**config.mk**
```make
export PLATFORM = sky130hd
export DESIGN_NAME = lcd_bus_rx
export DESIGN_NICKNAME = d
export VERILOG_FILES = /design/src/rtl/lcd_bus_rx.sv
export SDC_FILE = /design/constraint.sdc
export NUM_CORES = 1
export LEC_CHECK = 0
export CORE_MARGIN = 1.5
export CORE_UTILIZATION = 50
export CTS_BUF_LIST = sky130_fd_sc_hd__clkbuf_16
export CTS_CLUSTER_DIAMETER = 30
export CTS_CLUSTER_SIZE = 28
export DETAILED_ROUTE_END_ITERATION = 8
export HOLD_SLACK_MARGIN = 0.15
export MAX_ROUTING_LAYER = met4
export PLACE_DENSITY_LB_ADDON = 0.08
export SLEW_MARGIN = 10
export SYNTH_ARGS = -nofsm -noshare
export SYNTH_HDL_FRONTEND = slang
export SYNTH_SLANG_ARGS = --single-unit
```
**constraint.sdc**
```tcl
create_clock -name clk -period 2.35 [get_ports clk]
set_input_delay 0.47 -clock clk [delete_from_list [all_inputs] [get_ports clk]]
set_output_delay 0.47 -clock clk [all_outputs]
set_load 0.02 [all_outputs]
```
**src/rtl/lcd_bus_rx.sv**
```systemverilog
// Receiver for the 4-wire LCD link: deserialises {rs,byte} words and decodes CASET/RASET/RAMWR
// into addressed RGB565 pixels. Define LCD_RX_SYNC_EN to add 2-flop synchronisers for async links.
module lcd_bus_rx #(
    parameter int unsigned H_RES       = 240,
    parameter int unsigned V_RES       = 320,
    parameter int unsigned COORD_WIDTH = 9
) (
    input  logic                   clk,
    input  logic                   rst,
    input  logic                   lcd_sck,
    input  logic                   lcd_sd,
    input  logic                   lcd_cs,
    input  logic                   lcd_rs,
    output logic                   word_valid,
    output logic [8:0]             word_data,
    output logic                   cmd_valid,
    output logic [7:0]             cmd_data,
    output logic                   pix_valid,
    output logic [15:0]            pix_data,
    output logic [COORD_WIDTH-1:0] pix_x,
    output logic [COORD_WIDTH-1:0] pix_y,
    output logic                   param_err
);

    localparam int unsigned CW = COORD_WIDTH;

    localparam logic [1:0] ST_IDLE  = 2'd0;
    localparam logic [1:0] ST_CASET = 2'd1;
    localparam logic [1:0] ST_RASET = 2'd2;
    localparam logic [1:0] ST_RAMWR = 2'd3;

    localparam logic [7:0] OP_CASET = 8'h2A;
    localparam logic [7:0] OP_RASET = 8'h2B;
    localparam logic [7:0] OP_RAMWR = 8'h2C;

    // Pin vector order {sck, sd, cs, rs}; cs idles deasserted so reset never fakes an edge.
    localparam logic [3:0] PIN_IDLE = 4'b0010;

    logic [3:0] pins_c;
    logic [3:0] samp_q;
    logic       sck_p_q;
    logic       cs_p_q;

`ifdef LCD_RX_SYNC_EN
    logic [3:0] meta_q;
    logic [3:0] sync_q;

    always_ff @(posedge clk) begin
        if (rst) begin
            meta_q <= PIN_IDLE;
            sync_q <= PIN_IDLE;
        end else begin
            meta_q <= {lcd_sck, lcd_sd, lcd_cs, lcd_rs};
            sync_q <= meta_q;
        end
    end

    assign pins_c = sync_q;
`else
    assign pins_c = {lcd_sck, lcd_sd, lcd_cs, lcd_rs};
`endif

    always_ff @(posedge clk) begin
        if (rst) begin
            samp_q  <= PIN_IDLE;
            sck_p_q <= 1'b0;
            cs_p_q  <= 1'b1;
        end else begin
            samp_q  <= pins_c;
            sck_p_q <= samp_q[3];
            cs_p_q  <= samp_q[1];
        end
    end

    // cs is qualified one sample late so an edge coinciding with cs deassert still counts.
    logic rise_c;
    assign rise_c = samp_q[3] & ~sck_p_q & ~cs_p_q;

    logic [7:0] shift_q, shift_d;
    logic [2:0] cnt_q, cnt_d;
    logic       word_valid_q, word_valid_d;
    logic [8:0] word_data_q, word_data_d;

    always_comb begin
        shift_d      = shift_q;
        cnt_d        = cnt_q;
        word_valid_d = 1'b0;
        word_data_d  = word_data_q;
        if (rise_c) begin
            shift_d = {shift_q[6:0], samp_q[2]};
            cnt_d   = cnt_q + 3'd1;
            if (cnt_q == 3'd7) begin
                word_valid_d = 1'b1;
                word_data_d  = {samp_q[0], shift_q[6:0], samp_q[2]};
            end
        end else if (samp_q[1]) begin
            cnt_d = 3'd0;
        end
    end

    always_ff @(posedge clk) begin
        if (rst) begin
            shift_q      <= 8'd0;
            cnt_q        <= 3'd0;
            word_valid_q <= 1'b0;
            word_data_q  <= 9'd0;
        end else begin
            shift_q      <= shift_d;
            cnt_q        <= cnt_d;
            word_valid_q <= word_valid_d;
            word_data_q  <= word_data_d;
        end
    end

    // Window registers keep only the low CW bits of each 16-bit parameter pair.
    function automatic logic [CW-1:0] load_byte(input logic [CW-1:0] cur, input logic [7:0] b,
                                                input logic hi);
        logic [15:0] t;
        t = 16'(cur);
        if (hi) t[15:8] = b;
        else    t[7:0]  = b;
        return CW'(t);
    endfunction

    logic [1:0]    state_q, state_d;
    logic [1:0]    idx_q, idx_d;
    logic [CW-1:0] xs_q, xs_d, xe_q, xe_d, ys_q, ys_d, ye_q, ye_d;
    logic [CW-1:0] x_q, x_d, y_q, y_d;
    logic          tog_q, tog_d;
    logic [7:0]    hi_q, hi_d;
    logic          cmd_valid_q, cmd_valid_d;
    logic [7:0]    cmd_data_q, cmd_data_d;
    logic          pix_valid_q, pix_valid_d;
    logic [15:0]   pix_data_q, pix_data_d;
    logic [CW-1:0] pix_x_q, pix_x_d, pix_y_q, pix_y_d;
    logic          param_err_q, param_err_d;
    logic [7:0]    byte_c;

    assign byte_c = word_data_q[7:0];

    always_comb begin
        state_d     = state_q;
        idx_d       = idx_q;
        xs_d        = xs_q;
        xe_d        = xe_q;
        ys_d        = ys_q;
        ye_d        = ye_q;
        x_d         = x_q;
        y_d         = y_q;
        tog_d       = tog_q;
        hi_d        = hi_q;
        cmd_valid_d = 1'b0;
        cmd_data_d  = cmd_data_q;
        pix_valid_d = 1'b0;
        pix_data_d  = pix_data_q;
        pix_x_d     = pix_x_q;
        pix_y_d     = pix_y_q;
        param_err_d = 1'b0;
        if (word_valid_q) begin
            if (!word_data_q[8]) begin
                cmd_valid_d = 1'b1;
                cmd_data_d  = byte_c;
                param_err_d = ((state_q == ST_CASET) || (state_q == ST_RASET)) && (idx_q != 2'd0);
                idx_d       = 2'd0;
                case (byte_c)
                    OP_CASET: state_d = ST_CASET;
                    OP_RASET: state_d = ST_RASET;
                    OP_RAMWR: begin
                        state_d = ST_RAMWR;
                        x_d     = xs_q;
                        y_d     = ys_q;
                        tog_d   = 1'b0;
                    end
                    default:  state_d = ST_IDLE;
                endcase
            end else begin
                case (state_q)
                    ST_CASET, ST_RASET: begin
                        if (state_q == ST_CASET) begin
                            if (!idx_q[1]) xs_d = load_byte(xs_q, byte_c, ~idx_q[0]);
                            else           xe_d = load_byte(xe_q, byte_c, ~idx_q[0]);
                        end else begin
                            if (!idx_q[1]) ys_d = load_byte(ys_q, byte_c, ~idx_q[0]);
                            else           ye_d = load_byte(ye_q, byte_c, ~idx_q[0]);
                        end
                        idx_d = idx_q + 2'd1;
                        if (idx_q == 2'd3) state_d = ST_IDLE;
                    end
                    ST_RAMWR: begin
                        if (!tog_q) begin
                            hi_d  = byte_c;
                            tog_d = 1'b1;
                        end else begin
                            tog_d       = 1'b0;
                            pix_valid_d = 1'b1;
                            pix_data_d  = {hi_q, byte_c};
                            pix_x_d     = x_q;
                            pix_y_d     = y_q;
                            if (x_q == xe_q) begin
                                x_d = xs_q;
                                y_d = (y_q == ye_q) ? ys_q : y_q + CW'(1);
                            end else begin
                                x_d = x_q + CW'(1);
                            end
                        end
                    end
                    default: ;
                endcase
            end
        end
    end

    always_ff @(posedge clk) begin
        if (rst) begin
            state_q     <= ST_IDLE;
            idx_q       <= 2'd0;
            xs_q        <= '0;
            xe_q        <= CW'(H_RES - 1);
            ys_q        <= '0;
            ye_q        <= CW'(V_RES - 1);
            x_q         <= '0;
            y_q         <= '0;
            tog_q       <= 1'b0;
            hi_q        <= 8'd0;
            cmd_valid_q <= 1'b0;
            cmd_data_q  <= 8'd0;
            pix_valid_q <= 1'b0;
            pix_data_q  <= 16'd0;
            pix_x_q     <= '0;
            pix_y_q     <= '0;
            param_err_q <= 1'b0;
        end else begin
            state_q     <= state_d;
            idx_q       <= idx_d;
            xs_q        <= xs_d;
            xe_q        <= xe_d;
            ys_q        <= ys_d;
            ye_q        <= ye_d;
            x_q         <= x_d;
            y_q         <= y_d;
            tog_q       <= tog_d;
            hi_q        <= hi_d;
            cmd_valid_q <= cmd_valid_d;
            cmd_data_q  <= cmd_data_d;
            pix_valid_q <= pix_valid_d;
            pix_data_q  <= pix_data_d;
            pix_x_q     <= pix_x_d;
            pix_y_q     <= pix_y_d;
            param_err_q <= param_err_d;
        end
    end

    assign word_valid = word_valid_q;
    assign word_data  = word_data_q;
    assign cmd_valid  = cmd_valid_q;
    assign cmd_data   = cmd_data_q;
    assign pix_valid  = pix_valid_q;
    assign pix_data   = pix_data_q;
    assign pix_x      = pix_x_q;
    assign pix_y      = pix_y_q;
    assign param_err  = param_err_q;

endmodule

```
### Word level (Yosys, flattened, before mapping)

Cells that the tools add are included.

* register bits: 138
* input port bits: 6
* output and inout port bits: 55

* $add $sub $neg: 4
* eq/ne operators: 15
* mux-type cells: 26
* bitwise gates (word level): 12
* reduce and logical (&&, ||, !) cells: 27

Operators by type and width (count)
* 9-bit two-way mux: 11
* 6-bit AND reduction: 8
* 8-bit by 6-bit equality test with 1-bit output, second input constant: 3
* 9-bit by 1-bit adder with 9-bit output, second input constant: 2
* 9-bit equality test: 2
* 4-bit AND reduction: 3
* 2-bit two-way mux: 5
* 2-bit by 1-bit != test with 1-bit output, second input constant: 5
* 1-bit NOT: 10
* 1-bit two-way mux: 7
* 2-bit equality test, second input constant: 3
* 3-bit two-way mux: 2
* 2-bit case mux with 3 select lines: 1
* 2-bit AND reduction: 3
* 3-bit AND reduction: 2
* 2-bit nonzero test: 3
* 2-bit OR reduction: 3
* 5-bit AND reduction: 1
* 4-bit OR reduction: 1
* 3-bit by 1-bit adder with 3-bit output, second input constant: 1
* 3-bit equality test, second input constant: 1
* 3-bit OR reduction: 1
* 2-bit by 1-bit adder with 2-bit output, second input constant: 1
* 1-bit bitwise AND: 2
* 3 further kinds: 3

### Longest topological paths before layout

Gate-level depths: netlist of run 1.

* word-level depth: 6
* gate-level depth with buffers: 8
* depth with buffers taken out: 6

### Least setup slack after synthesis of run 1

OpenSTA, ideal clock, no wires.

* path type: flip-flop to flip-flop
* from: register word_data_q[5] (netlist: word_data[5])
* to: register y_q[2]
* arrival: 2.327 ns
* path slack: -0.056 ns
* cell stages (with the launch flop): 9
* path buffers: 3
* clock period less this slack: 2.406 ns
* path through: dfxtp_1 buf_2 or4b_4 o31a_1 a21o_1 buf_2 or3_1 buf_2 o221ai_2

* word-level cells in the longest chain between the ends: 3

Ends and longest elaborated chain
* start: declaration: line 82 `logic [8:0] word_data_q, word_data_d;`
* start signal: assignment: line 111 `word_data_q <= word_data_d;`
* 8-bit by 6-bit equality test with 1-bit output: line 165 `case (byte_c)`
* 2-bit nonzero test (no line)
* 5-bit AND reduction (no line)
* end signal: assignment: line 240 `y_q <= y_d;`
* end: declaration: line 128 `logic [CW-1:0] x_q, x_d, y_q, y_d;`

No other way between the ends.
A chain may end at the register's enable or synchronous reset.

### Final worst setup path of run 1

* from: register word_data_q[8] (netlist: word_data[8])
* to: output word_data[8]

RTL lines
* end: declaration: line 15 `output logic [8:0] word_data,`

No word-level cell between the ends.

==> results of run 1 <==
==> power groups by stage <==
stage / Clock, W / Combinational, W / Sequential, W
after floorplan: 0 / 0.0000430 / 0.00240
after global placement: 0 / 0.0000626 / 0.00240
after detailed placement: 0 / 0.0000645 / 0.00240
after CTS: 0.00250 / 0.0000644 / 0.00235
after global routing: 0.00260 / 0.0000696 / 0.00235
final: 0.00247 / 0.0000645 / 0.00235
==> sequential cells by signal, summed over array words and instances (netlist names), 2 cells and up <==
signal,count
pix_data,16
pix_x,9
pix_y,9
word_data,9
x_q,9
xe_q,9
xs_q,9
y_q,9
ye_q,9
ys_q,9
cmd_data,8
hi_q,8
shift_q,7
samp_q,4
cnt_q,3
idx_q,2
state_q,2
==> stage by stage <==
step | setup slack, ns | std cells | power [W] | area, um2 | hold slack [ns]
2_1_floorplan | 0.005025 | 688 | 0.002441 | 5727 | 0.4174
3_3_place_gp | 0.2353 | 871 | 0.002462 | 6545 | 0.4316
3_5_place_dp | 0.2146 | 871 | 0.002464 | 6545 | 0.4305
4_1_cts | 0.1431 | 903 | 0.004912 | 7089 | 0.3234
5_1_grt | 0.1034 | 903 | 0.005023 | 7089 | 0.3389
6_report | 0.1568 | 903 | 0.004882 | 7089 | 0.3386
==> layout make-up <==
| type | count | area (um2) | share of cell area |
|---|---|---|---|
| clock inverter | 15 | 118.9 | 0.01677 |
| inverter | 13 | 48.80 | 0.006883 |
| timing repair buffer | 92 | 838.3 | 0.1182 |
| clock buffer | 17 | 425.4 | 0.06001 |
| sequential | 138 | 2766 | 0.3902 |
| multi-input combinational | 488 | 2716 | 0.3832 |
| tap | 140 | 175.2 | 0.02471 |
==> worst paths after layout <==
| check | startpoint | endpoint | slack, ns |
|---|---|---|---|
| min reg2reg | samp_q[0] | word_data[8] | 0.44 |
| max | word_data[8] | word_data[8] | 0.16 |
| max reg2reg | word_data[4] | y_q[2] | 0.19 |
| min | rst | pix_x[4] | 0.34 |
==> cell families after synthesis <==
logic type | Yosys count | share of synthesized area
XOR/XNOR | 20 | 0.03063
adder cells (fa/ha/maj) | 8 | 0.01750
AND/OR/NAND/NOR | 306 | 0.2396
multiplexers | 36 | 0.06301
flip-flops | 138 | 0.4830
buffers and inverters | 62 | 0.04244
AO/OA/AOI/OAI | 118 | 0.1238
==> cell usage in the layout, fill, tap and decap left out, drive strengths merged, types with 12 or more instances in the layout <==
cell type	count
clkbuf	17
mux2i	36
clkdlybuf4s50	59
nand3	26
nor2	44
buf	33
dfxtp	138
nand2	174
a21oi	77
inv	17
nand4	12
xnor2	20
==> metal layers <==
layer  vias up  part of all wire
li1       2456                 -
met1      2359              0.45
met2       130              0.49
met3        27             0.044
met4         0             0.017
met5         -                 0
==> impl_results.md, run 1 <==
* Die ar. at 0.01209 mm2
* Max_cap viols at 0
* Starting Density at 0.5207
* P_int at 0.003880 W
* Average wire per standard cell at 16.21 um
* Post-synth top area share at 0.4830
* Post-synth net total at 702
* Crit-path leading delay family: buffers and inverters
* Final Wtd Congestion at 0.8909
* Maximum root-to-sink buffer count at 2
* Layout cells sized above 1 at 0.09043
* Pwr Density at 688.7 mW/mm2
* TritonCTS clock tree: yes
* Antenna violations before repair at 0
* Hold Vio Cnt, Final at 0
* Clk slew on worst S/H paths at 0.06 ns
* Worst path slowest cell: clkdlybuf4s50_1
* Number of synthesized flops with an enable pin at 0
* Max Slew Vio Count at 0
* Post_cts resized at 0
* Achievable frequency at 0.4560 GHz
* Top-count cell post-synth: nand2_1
* CP peak stage delay at 0.70 ns
* Syn_area_per_cell at 8.313 um2
* DRC viols at 0
* Largest net degree at the start of global routing at 80
* Number of iterations in the first detailed-routing pass at 5
* Clk network pwr share at 0.506
* Status: finished clean
* Sw Ratio at 0.2053
* GR Overflow Total at 0
* Gr usage total at 0.2606
* Setup crit end kind: output port
* Boundary Pins at 61
* DR vias/cell at 5.506
* Fin util at 0.6455
* Clk_skew at 0.006735 ns
* Synth area leader: dfxtp_1
* P_sw at 0.001002 W
* R2r worst-path depth at 5
* Register bit total from synthesis at 138
* CTS Hold Bufs at 0
* Ys async rst share at 0
* Reg power frac at 0.481
* Synth Flop Type: dfxtp_1
* Number of fill cells in the layout at 931
* Worst Hold Class: in2reg
* Clk sinks at 138
* Yosys cell types at 48
* Core area at 0.01098 mm2
* Buf+Inv Stages, Crit Path at 1
* LEAKAGE at 2.473 nW
* Startpoint Class: register
* Mapped Area at 0.005719 mm2
* TNS Setup at 0 ns
* Relative slew slack at 0.4511
* Vias at 4972
* VDD IR max at 0.0007490 V
* Vias in the first global route at 4662
* Critical Path RT at 1.88 ns
* Post-route ant nets at 0
* Die width at 110.0 um
* TritonCTS Buffers at 17
* Ys Warns at 0
* Routed WL at 14.64 mm
* Met1 usage at 0.3134
* Global-route wire length before repair at 22.91 mm
* Cells on Worst Hold Path at 2
* Starting DRT DRC Count at 325
* Area delta synth->final at 23.96%
* Port Buffers at 60
* CP Class: reg2out
* H-tree Lvls at 4
* Slew of the pin with the lowest slew margin at 0.8234 ns
* Post-CTS Setup Bufs at 0
* RSZ-0062 raised after global routing: false
* Clock insertion delay at the later pin of the skew report at 0.42 ns
* GR peak layer: met2
* Post-DP HPWL at 9.813 mm
* Final setup fails at 0
* Clk root buf: clkbuf_16
* M3 GR Usage at 0.06876
* Worst EP arrival at 1.72 ns
* Die Y at 110.0 um
* Comb pwr share at 0.013
* Max FO, Critical Path at 11
* Grt met2 use at 0.4224
* Site Rows at 38
* Final period util at 0.9333
* Period minus WS final at 2.193 ns
* Area contributors post-synth: dfxtp_1, nand2_1, a21oi_1, mux2i_1, xnor2_1
* Crit-path cells: clkdlybuf4s50_1
* Antenna cells at 0
* Commonest cells in the netlist: nand2_1, dfxtp_1, a21oi_1
* Fin nets at 764
* Sequential fraction of the synthesis area at 0.4830
* Synth Instances at 688
* WP depth at 1
(Power assumes the default switching activity.)
==> inputs of run 2 (changes only) <==
--- a/config.mk
+++ b/config.mk
@@ -14,6 +14,7 @@
 export HOLD_SLACK_MARGIN = 0.15
 export MAX_ROUTING_LAYER = met4
 export PLACE_DENSITY_LB_ADDON = 0.08
+export SKIP_LAST_GASP = 1
 export SLEW_MARGIN = 10
 export SYNTH_ARGS = -nofsm -noshare
 export SYNTH_HDL_FRONTEND = slang
==> results of run 2 <==
Same layout as run 1: the final DEF is identical, and so are final timing and power.
==> inputs of run 3 (changes only) <==
==> constraint.sdc (replaced) <==
create_clock -name clk -period 2.35 [get_ports clk]
set_input_delay 0.47 -clock clk [delete_from_list [all_inputs] [get_ports clk]]
set_output_delay 0.47 -clock clk [all_outputs]
set_load 0.1 [all_outputs]
==> impl_results.md, run 3 (synthesis gave the netlist of run 1 again) <==
* Hold Vio Cnt, Final at 0 (unchanged)
* Gr usage total at 0.2555 (-0.005051)
* Relative slew slack at 0.5149 (+0.06386)
* Post_cts resized at 0 (unchanged)
* TritonCTS Buffers at 17 (unchanged)
* Max Slew Vio Count at 0 (unchanged)
* Core area at 0.01098 mm2 (unchanged)
* Global-route wire length before repair at 22.60 mm (-1.4%)
* Clock insertion delay at the later pin of the skew report at 0.42 ns (about the same)
* Worst Hold Class: reg2reg
* Starting Density at 0.5207 (unchanged)
* Setup crit end kind: register
* Port Buffers at 60 (unchanged)
* Area occupied by multi-input gates at 0.002716 mm2 (unchanged)
* Average wire per standard cell at 16.10 um (-0.69%)
* Vias in the first global route at 4506 (-3.3%)
* Critical Path RT at 2.69 ns (+0.81 ns)
* Post-route ant nets at 0 (unchanged)
* Achievable frequency at 0.4684 GHz (+2.7%)
* Site Rows at 38 (unchanged)
* Worst EP arrival at 2.48 ns (+0.76 ns)
* Fin nets at 757 (-0.92%)
* Max_cap viols at 0 (unchanged)
* VDD IR max at 0.0005731 V (-23%)
* LEAKAGE at 2.543 nW (+2.8%)
* Final period util at 0.9084 (-0.02484)
* Most frequent cells in the layout: nand2_1, dfxtp_1, buf_4, a21oi_1, nor2_1
* Post-CTS Setup Bufs at 0 (unchanged)
* Crit-path cells: or3b_2 -> o31a_1 -> a21o_1 -> or3_1 -> o221ai_2
* Final Wtd Congestion at 0.8415 (-5.5%)
* Final cell count without fillers at 896 (-0.78%)
* Number of iterations in the first detailed-routing pass at 5 (unchanged)
* Final setup fails at 0 (unchanged)
* DRC viols at 0 (unchanged)
* Placed cells at 864 (-0.80%)
* Maximum root-to-sink buffer count at 2 (unchanged)
* Number of fill cells in the layout at 961 (+3.2%)
* Number of flip-flops in the largest register at 16 (unchanged)
* Fin util at 0.6292 (-0.01629)
* Largest net degree at the start of global routing at 59 (-26%)
* CP peak stage delay at 0.54 ns (-0.16 ns)
* Clk root buf: clkbuf_16
* Final instance area at 0.006910 mm2 (-2.5%)
* Slew of the pin with the lowest slew margin at 0.7276 ns (-0.09579 ns)
* Layout cells sized above 1 at 0.1640 (+0.07359)
* CP Class: reg2reg
* Starting DRT DRC Count at 279 (-14%)
* Startpoint Class: register
* RSZ-0062 raised after global routing: false
* Post-DP HPWL at 9.555 mm (-2.6%)
* Vias at 4942 (-0.60%)
* Clk sinks at 138 (unchanged)
* Die Y at 110.0 um (unchanged)
* Status: finished clean
* Boundary Pins at 61 (unchanged)
* Reg area at 0.002790 mm2 (+0.86%)
* CTS Hold Bufs at 0 (unchanged)
* Routed WL at 14.43 mm (-1.5%)
* Clk slew on worst S/H paths at 0.06 ns (about the same)
* Area delta synth->final at 20.83%
* Max FO, Critical Path at 7 (-4)
* Antenna cells at 0 (unchanged)
* Period minus WS final at 2.135 ns (-0.05838 ns)
* Clk_skew at 0.01011 ns (+0.003371 ns)
* Die width at 110.0 um (unchanged)
* Placed cell areas at 0.006391 mm2 (-2.4%)
* TritonCTS clock tree: yes
* Commonest non-fill, non-tap cell in the layout: nand2_1
* GR Overflow Total at 0 (unchanged)
* Die ar. at 0.01209 mm2 (unchanged)
* Worst path slowest cell: or3b_2
* DR vias/cell at 5.516 (+0.17%)
* Antenna violations before repair at 0 (unchanged)
* Pwr Density at 688.8 mW/mm2 (about the same)
* Total power at 0.004760 W (-2.5%)
* H-tree Lvls at 4 (unchanged)
[run 3: changes by cell type in the layout (fill, tap and decap cells not counted), sizes merged]
cell and delta:
buf +48, clkinv +2, clkdlybuf4s50 -55, inv -1, bufinv -1
[run 3: through the flow]
step	setup WS, ns	setup TNS [ns]	hold WS, ns
6_report	0.2152	0	0.4517
5_1_grt	0.09354	0	0.4650
4_1_cts	0.2209	0	0.4539
3_3_place_gp	0.2524	0	0.4339
3_5_place_dp	0.2257	0	0.4464
2_1_floorplan	-0.04047	-0.04047	0.4071
[run 3: power breakdown]
part | internal [W] | switching, W
Sequential | 0.00234 | 0.00000259
Clock | 0.00141 | 0.000945
Combinational | 0.0000168 | 0.0000477
[run 3: worst paths after layout]
kind | startpoint | endpoint | slack [ns] | depth (start not counted)
setup / recovery | word_data[0] | y_q[2] | 0.22 | 5
hold reg to reg | hi_q[0] | pix_data[8] | 0.45 | 2
hold / removal | hi_q[0] | pix_data[8] | 0.45 | 2
setup reg to reg | word_data[0] | y_q[2] | 0.22 | 5
[run 3: final cells by class]
class	count	share of cell area
sequential	138	0.4038
multi-input combinational	488	0.3931
timing repair buffer	85	0.09560
clock buffer	17	0.06156
tap	140	0.02535
clock inverter	15	0.01358
inverter	13	0.007061
[run 3: layer usage]
layer	up-vias	track usage	wire length [um]
met2	124	0.3993	6919
met4	0	0.1076	263
met5	-	-	0
met3	26	0.05987	624
met1	2337	0.3167	6617
li1	2455	-	-
[run 3: worst max-delay path: cells and delay by family (launching register included)]
kind	cells	cell delay, ns
AOI/OAI and AO/OA	3	0.75
DFF	1	0.31
and+or+nand+nor	2	1.00
